**config.mk**
```make
export PLATFORM = sky130hd
export DESIGN_NAME = sync_fifo_param_flat
export DESIGN_NICKNAME = d
export VERILOG_FILES = /design/src/rtl/sync_fifo_param_if.sv /design/src/rtl/sync_fifo_param.sv /design/src/flat_wrapper.sv
export SDC_FILE = /design/constraint.sdc
export NUM_CORES = 1
export LEC_CHECK = 0
export ABC_AREA = 1
export BUFFER_PORTS_ARGS = -buffer_cell sky130_fd_sc_hd__clkbuf_2
export CAP_MARGIN = 40
export CORE_MARGIN = 2
export CORE_UTILIZATION = 32
export DETAILED_ROUTE_END_ITERATION = 7
export GPL_ROUTABILITY_DRIVEN = 0
export PLACE_DENSITY = 0.56
export SETUP_SLACK_MARGIN = 0.1
export SKIP_CTS_REPAIR_TIMING = 1
export SYNTH_ARGS = -nofsm -noshare
export SYNTH_HDL_FRONTEND = slang
export SYNTH_SLANG_ARGS = --single-unit
export TNS_END_PERCENT = 50
```
**constraint.sdc**
```tcl
create_clock -name clk -period 4.48 [get_ports clk]
set_input_delay 0.896 -clock clk [delete_from_list [all_inputs] [get_ports clk]]
set_output_delay 0.896 -clock clk [all_outputs]
set_load 0.02 [all_outputs]
```
**src/rtl/sync_fifo_param_if.sv**
```systemverilog
// Producer/consumer handshake bundle for sync_fifo_param.
// The master drives the requests and the slave (the FIFO) drives the status.
interface sync_fifo_param_if #(
  parameter int unsigned DATA_W = 8,
  parameter int unsigned ADDR_W = 4
);
  logic              w_en;
  logic [DATA_W-1:0] inp;
  logic              r_en;
  logic              clr_err;
  logic [DATA_W-1:0] data_out;
  logic              r_valid;
  logic              full;
  logic              empty;
  logic              almost_full;
  logic              almost_empty;
  logic [ADDR_W:0]   count;
  logic              overflow;
  logic              underflow;

  modport master (
    output w_en, inp, r_en, clr_err,
    input  data_out, r_valid, full, empty, almost_full, almost_empty,
           count, overflow, underflow
  );

  modport slave (
    input  w_en, inp, r_en, clr_err,
    output data_out, r_valid, full, empty, almost_full, almost_empty,
           count, overflow, underflow
  );
endinterface

```
**src/rtl/sync_fifo_param.sv**
```systemverilog
// Single-clock parametrised FIFO with occupancy count, almost-full/empty thresholds,
// sticky overflow/underflow flags, and a registered or fall-through read port.
module sync_fifo_param #(
  parameter int unsigned DATA_W   = 8,
  parameter int unsigned ADDR_W   = 4,
  parameter int unsigned AF_LEVEL = (2 ** ADDR_W) - 2,
  parameter int unsigned AE_LEVEL = 2,
  parameter bit          FWFT     = 1'b0
) (
  input  logic             clk,
  input  logic             rst,
  sync_fifo_param_if.slave bus
);
  localparam int unsigned DEPTH = 2 ** ADDR_W;
  localparam int unsigned PTR_W = ADDR_W + 1;

  logic [DATA_W-1:0] mem_q [DEPTH];

  logic [PTR_W-1:0]  w_ptr_q, w_ptr_d;
  logic [PTR_W-1:0]  r_ptr_q, r_ptr_d;
  logic [DATA_W-1:0] rdata_q, rdata_d;
  logic              r_valid_q, r_valid_d;
  logic              ovf_q, ovf_d;
  logic              udf_q, udf_d;

  logic              full_c;
  logic              empty_c;
  logic              wr_acc_c;
  logic              rd_acc_c;
  logic [PTR_W-1:0]  count_c;
  logic [DATA_W-1:0] head_c;

  // Status decoded purely from registered pointers (extra MSB distinguishes full from empty)
  assign full_c   = (w_ptr_q[ADDR_W] != r_ptr_q[ADDR_W]) &&
                    (w_ptr_q[ADDR_W-1:0] == r_ptr_q[ADDR_W-1:0]);
  assign empty_c  = (w_ptr_q == r_ptr_q);
  assign count_c  = w_ptr_q - r_ptr_q;
  assign wr_acc_c = bus.w_en & ~full_c;
  assign rd_acc_c = bus.r_en & ~empty_c;
  assign head_c   = mem_q[r_ptr_q[ADDR_W-1:0]];

  always_comb begin
    w_ptr_d   = w_ptr_q;
    r_ptr_d   = r_ptr_q;
    rdata_d   = rdata_q;
    r_valid_d = 1'b0;
    ovf_d     = ovf_q;
    udf_d     = udf_q;

    if (wr_acc_c) begin
      w_ptr_d = w_ptr_q + PTR_W'(1);
    end
    if (rd_acc_c) begin
      r_ptr_d   = r_ptr_q + PTR_W'(1);
      rdata_d   = head_c;
      r_valid_d = 1'b1;
    end

    // Error set takes priority over a same-cycle clear
    if (bus.clr_err) begin
      ovf_d = 1'b0;
      udf_d = 1'b0;
    end
    if (bus.w_en && full_c) begin
      ovf_d = 1'b1;
    end
    if (bus.r_en && empty_c) begin
      udf_d = 1'b1;
    end
  end

  always_ff @(posedge clk) begin
    if (rst) begin
      w_ptr_q   <= '0;
      r_ptr_q   <= '0;
      rdata_q   <= '0;
      r_valid_q <= 1'b0;
      ovf_q     <= 1'b0;
      udf_q     <= 1'b0;
    end else begin
      w_ptr_q   <= w_ptr_d;
      r_ptr_q   <= r_ptr_d;
      rdata_q   <= rdata_d;
      r_valid_q <= r_valid_d;
      ovf_q     <= ovf_d;
      udf_q     <= udf_d;
    end
  end

  // Storage is intentionally left unreset
  always_ff @(posedge clk) begin
    if (!rst && wr_acc_c) begin
      mem_q[w_ptr_q[ADDR_W-1:0]] <= bus.inp;
    end
  end

  assign bus.data_out     = FWFT ? head_c : rdata_q;
  assign bus.r_valid      = FWFT ? ~empty_c : r_valid_q;
  assign bus.full         = full_c;
  assign bus.empty        = empty_c;
  assign bus.almost_full  = (32'(count_c) >= AF_LEVEL);
  assign bus.almost_empty = (32'(count_c) <= AE_LEVEL);
  assign bus.count        = count_c;
  assign bus.overflow     = ovf_q;
  assign bus.underflow    = udf_q;
endmodule
```
**src/flat_wrapper.sv**
```systemverilog
// flat-port wrapper written by rule: the top's interface ports become plain ports
module sync_fifo_param_flat 
#(
  parameter int unsigned DATA_W   = 8,
  parameter int unsigned ADDR_W   = 4,
  parameter int unsigned AF_LEVEL = (2 ** ADDR_W) - 2,
  parameter int unsigned AE_LEVEL = 2,
  parameter bit          FWFT     = 1'b0
)
  (clk, rst, bus_w_en, bus_inp, bus_r_en, bus_clr_err, bus_data_out, bus_r_valid, bus_full, bus_empty, bus_almost_full, bus_almost_empty, bus_count, bus_overflow, bus_underflow);
  sync_fifo_param_if #(.DATA_W(DATA_W), .ADDR_W(ADDR_W)) bus_i ();
  input  logic clk;
  input  logic rst;
  input wire logic [$bits(bus_i.w_en)-1:0] bus_w_en;
  input wire logic [$bits(bus_i.inp)-1:0] bus_inp;
  input wire logic [$bits(bus_i.r_en)-1:0] bus_r_en;
  input wire logic [$bits(bus_i.clr_err)-1:0] bus_clr_err;
  output wire logic [$bits(bus_i.data_out)-1:0] bus_data_out;
  output wire logic [$bits(bus_i.r_valid)-1:0] bus_r_valid;
  output wire logic [$bits(bus_i.full)-1:0] bus_full;
  output wire logic [$bits(bus_i.empty)-1:0] bus_empty;
  output wire logic [$bits(bus_i.almost_full)-1:0] bus_almost_full;
  output wire logic [$bits(bus_i.almost_empty)-1:0] bus_almost_empty;
  output wire logic [$bits(bus_i.count)-1:0] bus_count;
  output wire logic [$bits(bus_i.overflow)-1:0] bus_overflow;
  output wire logic [$bits(bus_i.underflow)-1:0] bus_underflow;
  assign bus_i.w_en = bus_w_en;
  assign bus_i.inp = bus_inp;
  assign bus_i.r_en = bus_r_en;
  assign bus_i.clr_err = bus_clr_err;
  assign bus_data_out = bus_i.data_out;
  assign bus_r_valid = bus_i.r_valid;
  assign bus_full = bus_i.full;
  assign bus_empty = bus_i.empty;
  assign bus_almost_full = bus_i.almost_full;
  assign bus_almost_empty = bus_i.almost_empty;
  assign bus_count = bus_i.count;
  assign bus_overflow = bus_i.overflow;
  assign bus_underflow = bus_i.underflow;
  sync_fifo_param #(.DATA_W(DATA_W), .ADDR_W(ADDR_W), .AF_LEVEL(AF_LEVEL), .AE_LEVEL(AE_LEVEL), .FWFT(FWFT)) u_core (.clk(clk), .rst(rst), .bus(bus_i));
endmodule
```
Yosys cells after proc, flatten, opt, wreduce, memory -nomap -nowiden. Memory sizes are Yosys's and may differ from the RTL's. A register that Yosys moved wholly into a read port is not among the register bits. Index checks and enable logic that the tools add are counted.

Flip-flop bits (word level): 13. Bits in writable memories: 128. Logic and storage cells: 31. Memories: 1.

Memory list: u_core.mem_q (words 16, bits a word 8, read ports 1, clocked after Yosys merged registers in 1, wr ports 1, line sync_fifo_param.sv:17) `logic [DATA_W-1:0] mem_q [DEPTH];`.

Add/sub/neg operators: 3. Order comparisons: 2. Eq/ne operators: 3. Multiplexer cells: 6. Bitwise operators: 4. Reduce and logical (&&, ||, !) cells: 7.

Operators by type and width (number): $add 5x1->5 const B (2); $mux 1 (6); $eq 5x5->1 (1); $ge 5x4->1 const B (1); $le 5x2->1 const B (1); $sub 5x5->5 (1); $eq 4x4->1 (1); $logic_and 1x1->1 (4); $reduce_bool 2->1 (2); $and 1x1->1 (2); $not 1->1 (2); $logic_not 1->1 (1); $ne 1x1->1 (1).

Depth between registers and ports, before layout.
Depth after elaboration: 7. Gate-level depth with buffers: 13. Gate-level depth less buffers: 10.

Worst setup path after synthesis. OpenSTA, ideal clock, no wires.

Path kind: register -> output. From: register u_core.r_ptr_q[1]. To: output port bus_almost_empty. Arrival time: 2091 ps. Path slack: 1493 ps. Cell stages (with the launch flop): 10. Path buffers: 2. Cell sequence: dfxtp_1 -> buf_2 -> inv_2 -> buf_2 -> fa_1 -> nand3_1 -> nand2_1 -> nand2_1 -> nand2_1 -> nor3b_1.

Longest elaborated chain between the ends: 2.

RTL lines: start: declaration (line sync_fifo_param.sv:20) `logic [PTR_W-1:0] r_ptr_q, r_ptr_d;`; start signal: assignment (line sync_fifo_param.sv:82) `r_ptr_q <= r_ptr_d;`; $sub 5x5->5 (line sync_fifo_param.sv:37) `assign count_c = w_ptr_q - r_ptr_q;`; via bus_count[4] (line flat_wrapper.sv:24) `output wire logic [$bits(bus_i.count)-1:0] bus_count;`; $le 5x2->1 (line sync_fifo_param.sv:102) `assign bus.almost_empty = (32'(count_c) <= AE_LEVEL);`; end: declaration (line flat_wrapper.sv:23) `output wire logic [$bits(bus_i.almost_empty)-1:0] bus_almost_empty;`.

The timed path passes the listed nets, and every way through them passes these cells.

Final worst setup path.
From: register u_core.r_ptr_q[2]. To: output port bus_almost_full.

Longest elaborated chain between the ends: 2.

RTL lines: $sub 5x5->5 (line sync_fifo_param.sv:37); $ge 5x4->1 (line sync_fifo_param.sv:101) `assign bus.almost_full = (32'(count_c) >= AF_LEVEL);`; end: declaration (line flat_wrapper.sv:22) `output wire logic [$bits(bus_i.almost_full)-1:0] bus_almost_full;`.

Every way passes these cells.

==> metrics.cfg <==
[floorplan]
pin_count=33
initial_core_util_pct=32.4
core_mm2=0.0202
die_y_um=147
num_rows=52
dieArea_mm2=0.0216
die_x_um=147

[worst_hold_path]
hold_class=flop to flop

[route]
post_drt_wl_per_cell_um=15.7
dr_total_vias=4291
drt_iter0_markers=278
drcViolationCount=0
final_antenna_net_count=0
via_per_inst=4.45
drt_pass1_iterations=7
wirelength_mm=15.2

[clock_network]
path_clk_slew_ns=0.07
numCtsBuffers=17
worstSkewPairLatency_ns=0.42
clockBufferDepth=2
cts-root-buf=clkbuf_16
cts_sinks=149
tritoncts=done
h-tree-depth=4

[sta]
hold_violations=0
slew_headroom_pct=48.3
fin_crit_ns=3.43
worstMarginPinSlew_ns=0.773
finalSetupTns_ns=0
skew_ns=0.00921
grt_setup_unrepaired=false
finalSetupViolations=0
fmax_ghz=0.291
finalCritPeriodShare_pct=76.6
drv_slew=0

[flow_run]
max_cap_violations=0

[final_layout]
drive_gt1_share_pct=11.2
syn_to_final_growth_pct=14.7
final.fill_count=2064
insertedDiodeCount=0
multi_input_comb_area_mm2=0.00175
layout.cells.non_filler=964
fin_nets=704
regArea_mm2=0.00427

[yosys]
avgSynthCellArea_um2=10.0
yosysSeqAreaShare_pct=65.2
syn_inst=654
netlist_area_mm2=0.00654
ys_warn_count=0
ys_ff_latch=149
synth_flop_cell=edfxtp_1
synth_nets=677
synth_async_sr_flop_share_pct=0
synth_edf_count=128
synth_cell_types=25

[grt]
grt_max_degree=68
antenna_found_initial=0
track_usage_pct=14.7
globalRouteOverflowTotal=0
grt_pass1_vias=4143
grt_pass1_wl_mm=23.6

[pwr]
p_leak_uw=0.00307
p_per_area_mw_per_mm2=459
ir_drop_mv=0.271

[worst_setup_path]
worstSetupStartpointType=flop
end_kind=output pin
critPathMaxFanout=12
worstPathArrival_ns=2.54
worst-setup-path-type=flop to output pin
cp_data_required_time_ns=3.58

[placed_design]
dp_hpwl_mm=10.0
dp.cells=932
port-buffer-count=32

[status]
status=finished clean

[cells in the mapped netlist (2+ instances only)]
master	n	area (um^2)
o21ai_0	12	60.1
nand3_1	97	485
ha_1	9	113
edfxtp_1	128	3840
a21oi_1	30	150
nand2_2	3	18.8
clkbuf_1	6	22.5
dfxtp_1	21	420
buf_2	17	85.1
buf_6	2	22.5
buf_1	2	7.51
xor2_1	7	61.3
nor2_1	26	97.6
nand2_1	187	702
inv_1	95	357
inv_2	3	11.3
[state kept, by name (all words and copies together), names as in the netlist]
| signal | count |
|---|---|
| u_core.mem_q | 128 |
| u_core.bus.r_valid | 1 |
| u_core.bus.underflow | 1 |
| u_core.bus.overflow | 1 |
| u_core.bus.data_out | 8 |
| u_core.w_ptr_q | 5 |
| u_core.r_ptr_q | 5 |
[layer usage]
layer  GRT usage, %  part of all wire [%]
met5              0                     0
met1           20.4                    47
met4           4.81                   1.6
met3           3.11                   4.1
met2           23.2                    47
[area by class of cell]
| type | instances | area share [%] |
|---|---|---|
| clock buffer | 20 | 5.95 |
| clock inverter | 12 | 1.60 |
| inverter | 100 | 5.04 |
| multi-input combinational | 377 | 23.3 |
| sequential | 149 | 56.9 |
| tap | 270 | 4.50 |
| timing repair buffer | 36 | 2.70 |
[worst max-delay path: stages (launching register included)]
cell      delay [ns]
dfxtp_1         0.59
inv_1           0.29
ha_1            0.44
a21oi_1         0.15
nand2_1         0.07
xor2_1          0.21
nand3_1         0.11
nand3_1         0.08
clkbuf_2        0.16
[worst paths after layout]
check | start | end | slack (ns) | depth (start not counted)
worst max-delay path | u_core.r_ptr_q[2] | bus_almost_full | 1.05 | 8
worst min-delay path | u_core.bus.underflow | u_core.bus.underflow | 0.47 | 2
worst max register to register | u_core.r_ptr_q[2] | u_core.mem_q[7][1] | 1.32 | 9
worst min register to register | u_core.bus.underflow | u_core.bus.underflow | 0.47 | 2
[cells by family after synthesis]
kind of cell | count (synthesis) | share of synthesized area, %
buffers and inverters | 128 | 8.00
AND/OR/NAND/NOR | 317 | 20.5
adder cells (fa/ha/maj) | 10 | 2.03
XOR/XNOR | 7 | 0.938
flip-flops | 149 | 65.2
AO/OA/AOI/OAI | 43 | 3.35
[layout by cell type, fill, tap and decap left out, types with 5 or more instances in the layout]
cell type | synthesis | final
nand2_1 | 187 | 187
edfxtp_1 | 128 | 128
nand3_1 | 97 | 97
inv_1 | 95 | 95
clkbuf_2 | 0 | 32
a21oi_1 | 30 | 30
nor2_1 | 26 | 26
dfxtp_1 | 21 | 20
clkbuf_16 | 0 | 17
o21ai_0 | 12 | 12
ha_1 | 9 | 9
xor2_1 | 7 | 7
clkinvlp_4 | 0 | 5
inv_6 | 0 | 5
[power by group]
| part | internal, uW | total, uW | switching (uW) |
|---|---|---|---|
| Sequential | 1540 | 1560 | 21.7 |
| Clock | 787 | 1350 | 562 |
| Combinational | 151 | 539 | 387 |
| Total | 2470 | 3450 | 971 |
[stage by stage]
step / hold WS (ns) / utilization, % / setup WS, ns / total power [uW] / instance area (um^2)
floorplan: 0.457 / - / 1.49 / 1950 / 6540
global placement: 0.460 / 34.3 / 1.40 / 2120 / 6920
detailed placement: 0.465 / 34.4 / 1.32 / 2130 / 6940
CTS: 0.474 / 37.2 / 1.09 / 3470 / 7500
global route: 0.499 / 37.2 / 0.855 / 3590 / 7500
finish: 0.469 / 37.2 / 1.05 / 3450 / 7500
No activity file was read; power rests on OpenSTA's default activity.
